<file path="src/rtl/fetch_sequencer_if.sv">
// Instruction-side bus bundle: instruction-memory req/ack, decode valid/ready,
// and the execute-resolution feedback consumed by the sequencer.
interface fetch_sequencer_if #(
    parameter int ADDR_W = 32
) ();
    logic              imem_req;
    logic [ADDR_W-1:0] imem_addr;
    logic              imem_ack;
    logic [31:0]       imem_rdata;
    logic [31:0]       instr;
    logic              instr_valid;
    logic              instr_ready;
    logic              exec_done;
    logic [2:0]        branch;
    logic              flag_n;
    logic              flag_z;
    logic              halt;

    modport master (
        output imem_req, imem_addr, instr, instr_valid,
        input  imem_ack, imem_rdata, instr_ready, exec_done, branch, flag_n, flag_z, halt
    );

    modport slave (
        input  imem_req, imem_addr, instr, instr_valid,
        output imem_ack, imem_rdata, instr_ready, exec_done, branch, flag_n, flag_z, halt
    );
endinterface

</file>
<file path="src/rtl/fetch_sequencer.sv">
// Non-pipelined fetch sequencer: owns the PC, fetches one word at a time,
// issues it to decode and resolves the next PC from the execute feedback.
module fetch_sequencer #(
    parameter int                ADDR_W   = 32,
    parameter logic [ADDR_W-1:0] RESET_PC = '0
) (
    input  logic              clk,
    input  logic              rst_n,
    fetch_sequencer_if.master bus,
    output logic [ADDR_W-1:0] pc,
    output logic              halted
);

    typedef enum logic [1:0] {
        FETCH  = 2'd0,
        ISSUE  = 2'd1,
        EXEC   = 2'd2,
        HALTED = 2'd3
    } state_e;

    state_e            state_q;
    logic [ADDR_W-1:0] pc_q;
    logic [ADDR_W-1:0] pc_d;
    logic              req_q;
    logic [31:0]       instr_q;
    logic              valid_q;
    logic              halted_q;

    logic              taken;
    logic [ADDR_W-1:0] seq_pc;
    logic [ADDR_W-1:0] offset;

    always_comb begin
        taken = 1'b0;
        case (bus.branch)
            3'b001:  taken = 1'b1;
            3'b010:  taken = bus.flag_n;
            3'b011:  taken = ~bus.flag_n;
            3'b100:  taken = bus.flag_z;
            default: taken = 1'b0;
        endcase
        seq_pc = pc_q + ADDR_W'(1);
        offset = ADDR_W'($signed(instr_q[15:0]));
        pc_d   = taken ? (seq_pc + offset) : seq_pc;
    end

    // req_q stays low for the first cycle out of reset, so the request rises
    // on the first edge after rst_n deasserts; ack is only honoured with req high.
    always_ff @(posedge clk or negedge rst_n) begin
        if (!rst_n) begin
            state_q  <= FETCH;
            pc_q     <= RESET_PC;
            req_q    <= 1'b0;
            instr_q  <= '0;
            valid_q  <= 1'b0;
            halted_q <= 1'b0;
        end else begin
            unique case (state_q)
                FETCH: begin
                    if (req_q && bus.imem_ack) begin
                        instr_q <= bus.imem_rdata;
                        req_q   <= 1'b0;
                        valid_q <= 1'b1;
                        state_q <= ISSUE;
                    end else begin
                        req_q <= 1'b1;
                    end
                end
                ISSUE: begin
                    if (bus.instr_ready) begin
                        valid_q <= 1'b0;
                        state_q <= EXEC;
                    end
                end
                EXEC: begin
                    if (bus.exec_done) begin
                        if (bus.halt) begin
                            halted_q <= 1'b1;
                            state_q  <= HALTED;
                        end else begin
                            pc_q    <= pc_d;
                            req_q   <= 1'b1;
                            state_q <= FETCH;
                        end
                    end
                end
                HALTED: begin
                end
            endcase
        end
    end

    assign bus.imem_req    = req_q;
    assign bus.imem_addr   = pc_q;
    assign bus.instr       = instr_q;
    assign bus.instr_valid = valid_q;
    assign pc              = pc_q;
    assign halted          = halted_q;

endmodule

</file>
<file path="src/flat_wrapper.sv">
// flat-port wrapper written by rule: the top's interface ports become plain ports
module fetch_sequencer_flat 
#(
    parameter int                ADDR_W   = 32,
    parameter logic [ADDR_W-1:0] RESET_PC = '0
)
  (clk, rst_n, pc, halted, bus_imem_req, bus_imem_addr, bus_instr, bus_instr_valid, bus_imem_ack, bus_imem_rdata, bus_instr_ready, bus_exec_done, bus_branch, bus_flag_n, bus_flag_z, bus_halt);
  fetch_sequencer_if #(.ADDR_W(ADDR_W)) bus_i ();
  input  logic clk;
  input  logic rst_n;
  output logic [ADDR_W-1:0] pc;
  output logic halted;
  output wire logic [$bits(bus_i.imem_req)-1:0] bus_imem_req;
  output wire logic [$bits(bus_i.imem_addr)-1:0] bus_imem_addr;
  output wire logic [$bits(bus_i.instr)-1:0] bus_instr;
  output wire logic [$bits(bus_i.instr_valid)-1:0] bus_instr_valid;
  input wire logic [$bits(bus_i.imem_ack)-1:0] bus_imem_ack;
  input wire logic [$bits(bus_i.imem_rdata)-1:0] bus_imem_rdata;
  input wire logic [$bits(bus_i.instr_ready)-1:0] bus_instr_ready;
  input wire logic [$bits(bus_i.exec_done)-1:0] bus_exec_done;
  input wire logic [$bits(bus_i.branch)-1:0] bus_branch;
  input wire logic [$bits(bus_i.flag_n)-1:0] bus_flag_n;
  input wire logic [$bits(bus_i.flag_z)-1:0] bus_flag_z;
  input wire logic [$bits(bus_i.halt)-1:0] bus_halt;
  assign bus_imem_req = bus_i.imem_req;
  assign bus_imem_addr = bus_i.imem_addr;
  assign bus_instr = bus_i.instr;
  assign bus_instr_valid = bus_i.instr_valid;
  assign bus_i.imem_ack = bus_imem_ack;
  assign bus_i.imem_rdata = bus_imem_rdata;
  assign bus_i.instr_ready = bus_instr_ready;
  assign bus_i.exec_done = bus_exec_done;
  assign bus_i.branch = bus_branch;
  assign bus_i.flag_n = bus_flag_n;
  assign bus_i.flag_z = bus_flag_z;
  assign bus_i.halt = bus_halt;
  fetch_sequencer #(.ADDR_W(ADDR_W), .RESET_PC(RESET_PC)) u_core (.clk(clk), .rst_n(rst_n), .bus(bus_i), .pc(pc), .halted(halted));
endmodule
</file>
<file path="config.mk">
export PLATFORM = sky130hd
export DESIGN_NAME = fetch_sequencer_flat
export DESIGN_NICKNAME = d
export VERILOG_FILES = /design/src/rtl/fetch_sequencer_if.sv /design/src/rtl/fetch_sequencer.sv /design/src/flat_wrapper.sv
export SDC_FILE = /design/constraint.sdc
export NUM_CORES = 1
export LEC_CHECK = 0
export ABC_AREA = 1
export CAP_MARGIN = 20
export CORE_ASPECT_RATIO = 0.75
export CORE_MARGIN = 2
export CORE_UTILIZATION = 41
export CTS_CLUSTER_SIZE = 25
export DETAILED_ROUTE_END_ITERATION = 10
export PLACE_DENSITY = 0.62
export SETUP_SLACK_MARGIN = 0.5
export SLEW_MARGIN = 20
export SYNTH_ARGS = -nofsm -noshare
export SYNTH_HDL_FRONTEND = slang
export SYNTH_SLANG_ARGS = --single-unit
</file>
<file path="constraint.sdc">
create_clock -name clk -period 6.4 [get_ports clk]
set_input_delay 0.96 -clock clk [delete_from_list [all_inputs] [get_ports clk]]
set_output_delay 0.96 -clock clk [all_outputs]
set_load 0.02 [all_outputs]
</file>
==> flow_summary.yaml, run 1 <==
status:
  status: "complete, no violations"
clock_network:
  clock_sinks: 69
  ctsHoldBuffers: 0
  cts_max_level: 3
  post_cts_buffers: 0
  insertion_delay_ns: 0.34
  clk_pin_slew_ns: 0.06
  cts_buffer_depth: 2
  cts-root-buf: "clkbuf_16"
  cts_resized: 0
  cts_buffers: 9
  cts_tree: "built"
global_routing:
  antenna_found_initial: 0
  first_global_vias: 6132
  grt_pass1_wl_um: 32200
  grt_use_total: 0.234
  grt_remaining_overflow: 0
  grt_max_degree: 70
timing:
  setup_tns_ns: 0
  slew_headroom: 0.341
  skew_ns: 0.00936
  finalCritPeriodShare: 0.505
  rsz0062_at_grt: "no"
  layout_setup_ws_ns: 3.17
  period_minus_slack_ns: 3.23
  worst_slew_pin_slew_ns: 0.989
  setup_viol: 0
  hold_violations: 0
  maxSlewViolCount: 0
  max_freq_mhz: 309
cells_and_area:
  drive_gt1_frac: 0.0805
  diodes: 0
  fin_area_um2: 8460
  fin_cells: 1378
  layout_commonest_cell: "nand2_1"
  syn2layout_area_growth_pct: 25.7
  nets: 1249
  final_cell_mix: "352 x nand2_1, 174 x inv_1, 140 x clkdlybuf4s50_1"
die:
  rows: 40
  dieArea_um2: 17500
  die_h_um: 115
  start_util: 0.420
  core_area_um2: 16000
  die_w_um: 152
  io_pins: 142
critical_path:
  cpPeakStageDelay_ns: 0.53
  cp_max_fo: 6
  cpMaxStageDelayCell: "dfrtp_1"
  cp.arrival_ns: 3.46
  critPathTopFamily: "simple AND/OR/NAND/NOR gates"
  cp-start-kind: "register"
  critPathBufInv: 1
  crit_path_frequent_cell: "nand2_1"
  path_cells: "nand2_1 > nor2_1 > nand2_1 > nor2_2 > xor2_1 > inv_1 > ha_1 > nand2_1 > nor2_1 > and3_1 > nand2_1 > nand2_1 > a21oi_1 > o21ai_0 > nand2_1 > nand2_1 > nand2_1"
  crit_type: "reg -> reg"
  endpoint_kind: "register"
  crit_required_ns: 6.63
routing:
  route.detailed.drc: 0
  drt_pass1_iterations: 5
  ant_nets: 0
  drt_iter0_drc: 510
  drt-total-wl_um: 20000
  wire_per_inst_um: 14.5
  viasPerCell: 4.92
  vias: 6777
min_path:
  hp-class: "reg -> reg"
synthesis:
  yosys.area_share.adder: 0.0810
  synth_edf_count: 0
  synth_compound_gate_area_share: 0.0757
  synth_ff_type: "dfrtp_1"
  synth_cell_types: 37
  ys_seq_area_frac: 0.257
  synthMuxAreaShare: 0.0519
  yosys_warnings: 0
  synth_top_family_by_area: "simple AND/OR/NAND/NOR gates"
  syn-num-nets: 1141
  synth_xor_area_frac: 0.0286
  syn_area_per_cell_um2: 6.38
  synth-seq-cells: 69
  netlist_instances: 1055
  synthSimpleGateAreaFrac: 0.359
  synth_area_um2: 6730
  synthArstFlopShare: 1.00
power_and_ir_drop:
  power.leakage_nw: 4.43
  power.total_mw: 5.49
  max-vdd-ir-drop_uv: 276
  p_per_area_nw_per_um2: 649
run:
  maxCapViolCount: 0
place:
  dp.cells: 1362
  portBuffers: 141
  gp_congestion: 0.931
  dp_hpwl_um: 16100
  post_dp_cell_area_um2: 8120
  dp_slack_ns: 3.08
-- Yosys cell counts, types with 3 or more instances --
master / count / area [um2]
nand2_1: 352 / 1320
inv_1: 174 / 653
nor2_1: 90 / 338
dfrtp_1: 69 / 1730
nand3_1: 65 / 325
a21oi_1: 47 / 235
ha_1: 42 / 526
buf_4: 34 / 255
mux2_2: 31 / 349
o21ai_0: 25 / 125
xor2_1: 20 / 175
nor2_2: 14 / 87.6
nor3_1: 12 / 60.1
nand2_2: 8 / 50.1
buf_2: 7 / 35.0
clkbuf_1: 6 / 22.5
o21bai_1: 6 / 45.0
a31oi_1: 5 / 31.3
nand3b_1: 5 / 37.5
nor3_2: 5 / 50.1
and2_1: 4 / 25.0
inv_2: 4 / 15.0
nand4_1: 4 / 25.0
or2_2: 4 / 25.0
a21oi_2: 3 / 26.3
-- kinds of logic (layout without fill, tap and decap cells) --
family | Yosys count | after routing
XOR/XNOR | 22 | 22
adder cells (fa/ha/maj) | 43 | 43
buffers and inverters | 227 | 340
flip-flops | 69 | 69
AO/OA/AOI/OAI | 93 | 93
AND/OR/NAND/NOR | 570 | 570
multiplexers | 31 | 31
-- metrics by stage --
step | utilization | hold slack [ns]
final | 0.528 | 0.478
after global placement | 0.507 | 0.470
after global routing | 0.528 | 0.494
after floorplan | - | 0.547
after detailed placement | 0.507 | 0.468
after CTS | 0.528 | 0.481
-- worst reg2reg max path: stages, from the launching register on --
cell and delay, ns:
dfrtp_1 0.53, nand2_1 0.17, nor2_1 0.25, nand2_1 0.10, nor2_2 0.17, xor2_1 0.29
inv_1 0.13, ha_1 0.32, nand2_1 0.08, nor2_1 0.26, and3_1 0.20, nand2_1 0.05
nand2_1 0.16, a21oi_1 0.08, o21ai_0 0.13, nand2_1 0.08, nand2_1 0.06, nand2_1 0.05
-- final timing paths --
check                                         startpoint                  endpoint  slack, ns  cells after the start
worst max-delay path            u_core.bus.imem_addr[11]  u_core.bus.imem_addr[14]       3.17                     17
worst min-delay path                       u_core.halted             u_core.halted       0.48                      1
worst max register to register  u_core.bus.imem_addr[11]  u_core.bus.imem_addr[14]       3.17                     17
worst min register to register             u_core.halted             u_core.halted       0.48                      1
max in group asynchronous                          rst_n  u_core.bus.imem_addr[31]       5.05                      1
min in group asynchronous                          rst_n      u_core.bus.instr[25]       0.72                      1
-- sequential cells by signal, indices dropped and copies added (netlist names) --
register and cells:
u_core.state_q 2, u_core.bus.instr_valid 1, u_core.bus.imem_req 1, u_core.halted 1, u_core.bus.imem_addr 32, u_core.bus.instr 32
-- report_power, final --
group | internal [mW] | switching [mW] | leakage [nW]
combinational | 1.55 | 2.39 | 3.45
sequential | 0.654 | 0.310 | 0.815
clock | 0.391 | 0.190 | 0.167
-- final cells by class --
type | count | area, um2
fill | 1648 | 7550
multi-input combinational | 759 | 4020
sequential | 69 | 1730
timing repair buffer | 144 | 1430
inverter | 180 | 676
tap | 210 | 263
clock buffer | 12 | 246
clock inverter | 4 | 95.1
-- layer usage --
| metal | global-route usage | routed length, um | vias to the layer above |
|---|---|---|---|
| li1 | - | - | 3454 |
| met1 | 0.351 | 10100 | 3057 |
| met2 | 0.328 | 7680 | 245 |
| met3 | 0.0660 | 1880 | 21 |
| met4 | 0.0579 | 302 | 0 |
| met5 | 0 | 0 | - |
(Power assumes the default switching activity.)
==> inputs of run 2 (changes only) <==
Settings changed: PLACE_DENSITY 0.62 to 0.65.
Clock period 6.4 ns to 2.7 ns, I/O delays scaled along.
==> run 2 against run 1 <==
The run now ends with negative setup slack left. Clock skew decreased by 0.00081 ns. Count of clock-buffer cells in the layout unchanged. Fmax increased by 16%. Critical endpoint is now u_core.bus.imem_addr[30]. Highest routed layer unchanged.
==> flow_summary.yaml, run 2 (same netlist as run 1, synthesis figures left out) <==
status:
  status: "finished with violations"
  violations: "negative setup slack"
critical_path:
  cp-start-kind: "register"
  cpMaxStageDelayCell: "dfrtp_2"
  critPathTopFamily: "simple AND/OR/NAND/NOR gates"
  critPathBufInv: 3
  crit_required_ns: 2.98
  cp.arrival_ns: 3.07
  path_cells: "inv_2 > nor2_4 > nand2_4 > nor2_4 > nand3b_1 > xor2_2 > buf_4 > ha_1 > nand2_1 > nand2_2 > inv_1 > nand2_1 > nand2_1 > nand2_2 > a21oi_2 > nand2_1 > nand2_1 > nand3_2 > a21oi_2"
  cpPeakStageDelay_ns: 0.40
  reg2reg_slack_ns: -0.08
  crit_type: "reg -> reg"
  crit_path_frequent_cell: "nand2_1"
  cp_max_fo: 5
  endpoint_kind: "register"
timing:
  worst_slew_pin_slew_ns: 0.955
  layout_setup_ws_ns: -0.0834
  finalCritPeriodShare: 1.03
  maxSlewViolCount: 0
  hold_violations: 0
  max_freq_mhz: 359
  slew_headroom: 0.363
  setup_viol: 15
  skew_ns: 0.00855
  rsz0062_at_grt: "yes"
  period_minus_slack_ns: 2.78
place:
  post_dp_cell_area_um2: 9260
  gp_congestion: 0.983
  dp_hpwl_um: 17400
  dp_slack_ns: -0.246
  portBuffers: 141
clock_network:
  cts_tree: "built"
  insertion_delay_ns: 0.35
  cts_buffer_depth: 2
  cts_buffers: 9
  clk_pin_slew_ns: 0.06
  clock_sinks: 69
  cts-root-buf: "clkbuf_16"
  ctsHoldBuffers: 0
  cts_max_level: 3
routing:
  drt_iter0_drc: 593
  wire_per_inst_um: 15.6
  ant_nets: 0
  vias: 7729
  viasPerCell: 5.01
  drt-total-wl_um: 24000
  route.detailed.drc: 0
  drt_pass1_iterations: 5
cells_and_area:
  fin_area_um2: 11100
  drive_gt1_frac: 0.387
  nets: 1414
  diodes: 0
  syn2layout_area_growth_pct: 64.2
  final_cell_mix: "262 x nand2_1, 160 x buf_4, 150 x inv_1"
  layout_commonest_cell: "nand2_1"
global_routing:
  antenna_found_initial: 0
  grt_remaining_overflow: 0
  first_global_vias: 7381
  grt_pass1_wl_um: 37400
  grt_max_degree: 70
  grt_use_total: 0.271
die:
  dieArea_um2: 17500
  die_w_um: 152
  core_area_um2: 16000
  rows: 40
  io_pins: 142
  start_util: 0.420
  die_h_um: 115
min_path:
  hp-class: "in -> async"
run:
  maxCapViolCount: 0
## run 2: worst register-to-register path: cells and delay by family, from the launching register on
kind	cells	cell delay, ns
buffers and inverters	3	0.30
XOR/XNOR	1	0.18
AO/OA/AOI/OAI	2	0.31
adder cells (fa/ha/maj)	1	0.27
AND/OR/NAND/NOR	12	1.26
flip-flops	1	0.40
## run 2: path summary, 6_finish.rpt
path	startpoint	end	cells past startpoint
setup reg to reg	u_core.bus.imem_addr[0]	u_core.bus.imem_addr[30]	19
max in group asynchronous	rst_n	u_core.bus.imem_addr[3]	1
hold / removal	rst_n	u_core.bus.imem_addr[31]	1
setup / recovery	u_core.bus.imem_addr[0]	u_core.bus.imem_addr[30]	19
hold reg to reg	u_core.halted	u_core.halted	1
min in group clk	u_core.halted	u_core.halted	1
## run 2: through the flow
step,instances,utilization,setup TNS (ns),hold slack [ns]
after floorplan,1055,-,0,0.109
after global placement,1486,0.578,-2.35,0.463
after detailed placement,1486,0.578,-2.68,0.458
after CTS,1531,0.657,0,0.250
after global routing,1543,0.690,-3.72,0.292
final,1543,0.690,-0.688,0.196
## run 2: what timing repair did
| item | CTS | global route |
|---|---|---|
| setup endpoints to repair | 29 | 33 |
| buffers inserted | 29 | 12 |
| pin swaps | 76 | 82 |
| gates resized for setup | 152 | 116 |
## run 2: final cells by class
type / instances / area [um2]
multi-input combinational: 759 / 5320
fill: 1267 / 4960
timing repair buffer: 309 / 2710
sequential: 69 / 1750
inverter: 180 / 682
tap: 210 / 263
clock buffer: 12 / 256
clock inverter: 4 / 70.1
## run 2: metal layers
layer | part of all wire | vias to the layer above | GRT usage
met3 | 0.090 | 49 | 0.0761
met2 | 0.43 | 336 | 0.418
met1 | 0.46 | 3548 | 0.371
li1 | - | 3796 | -
met4 | 0.026 | 0 | 0.0854
met5 | 0 | - | 0
Power of run 2 is left out: the tool's default activity adds up to more than one toggle a clock period on the data nets, which glitch-free logic cannot reach.
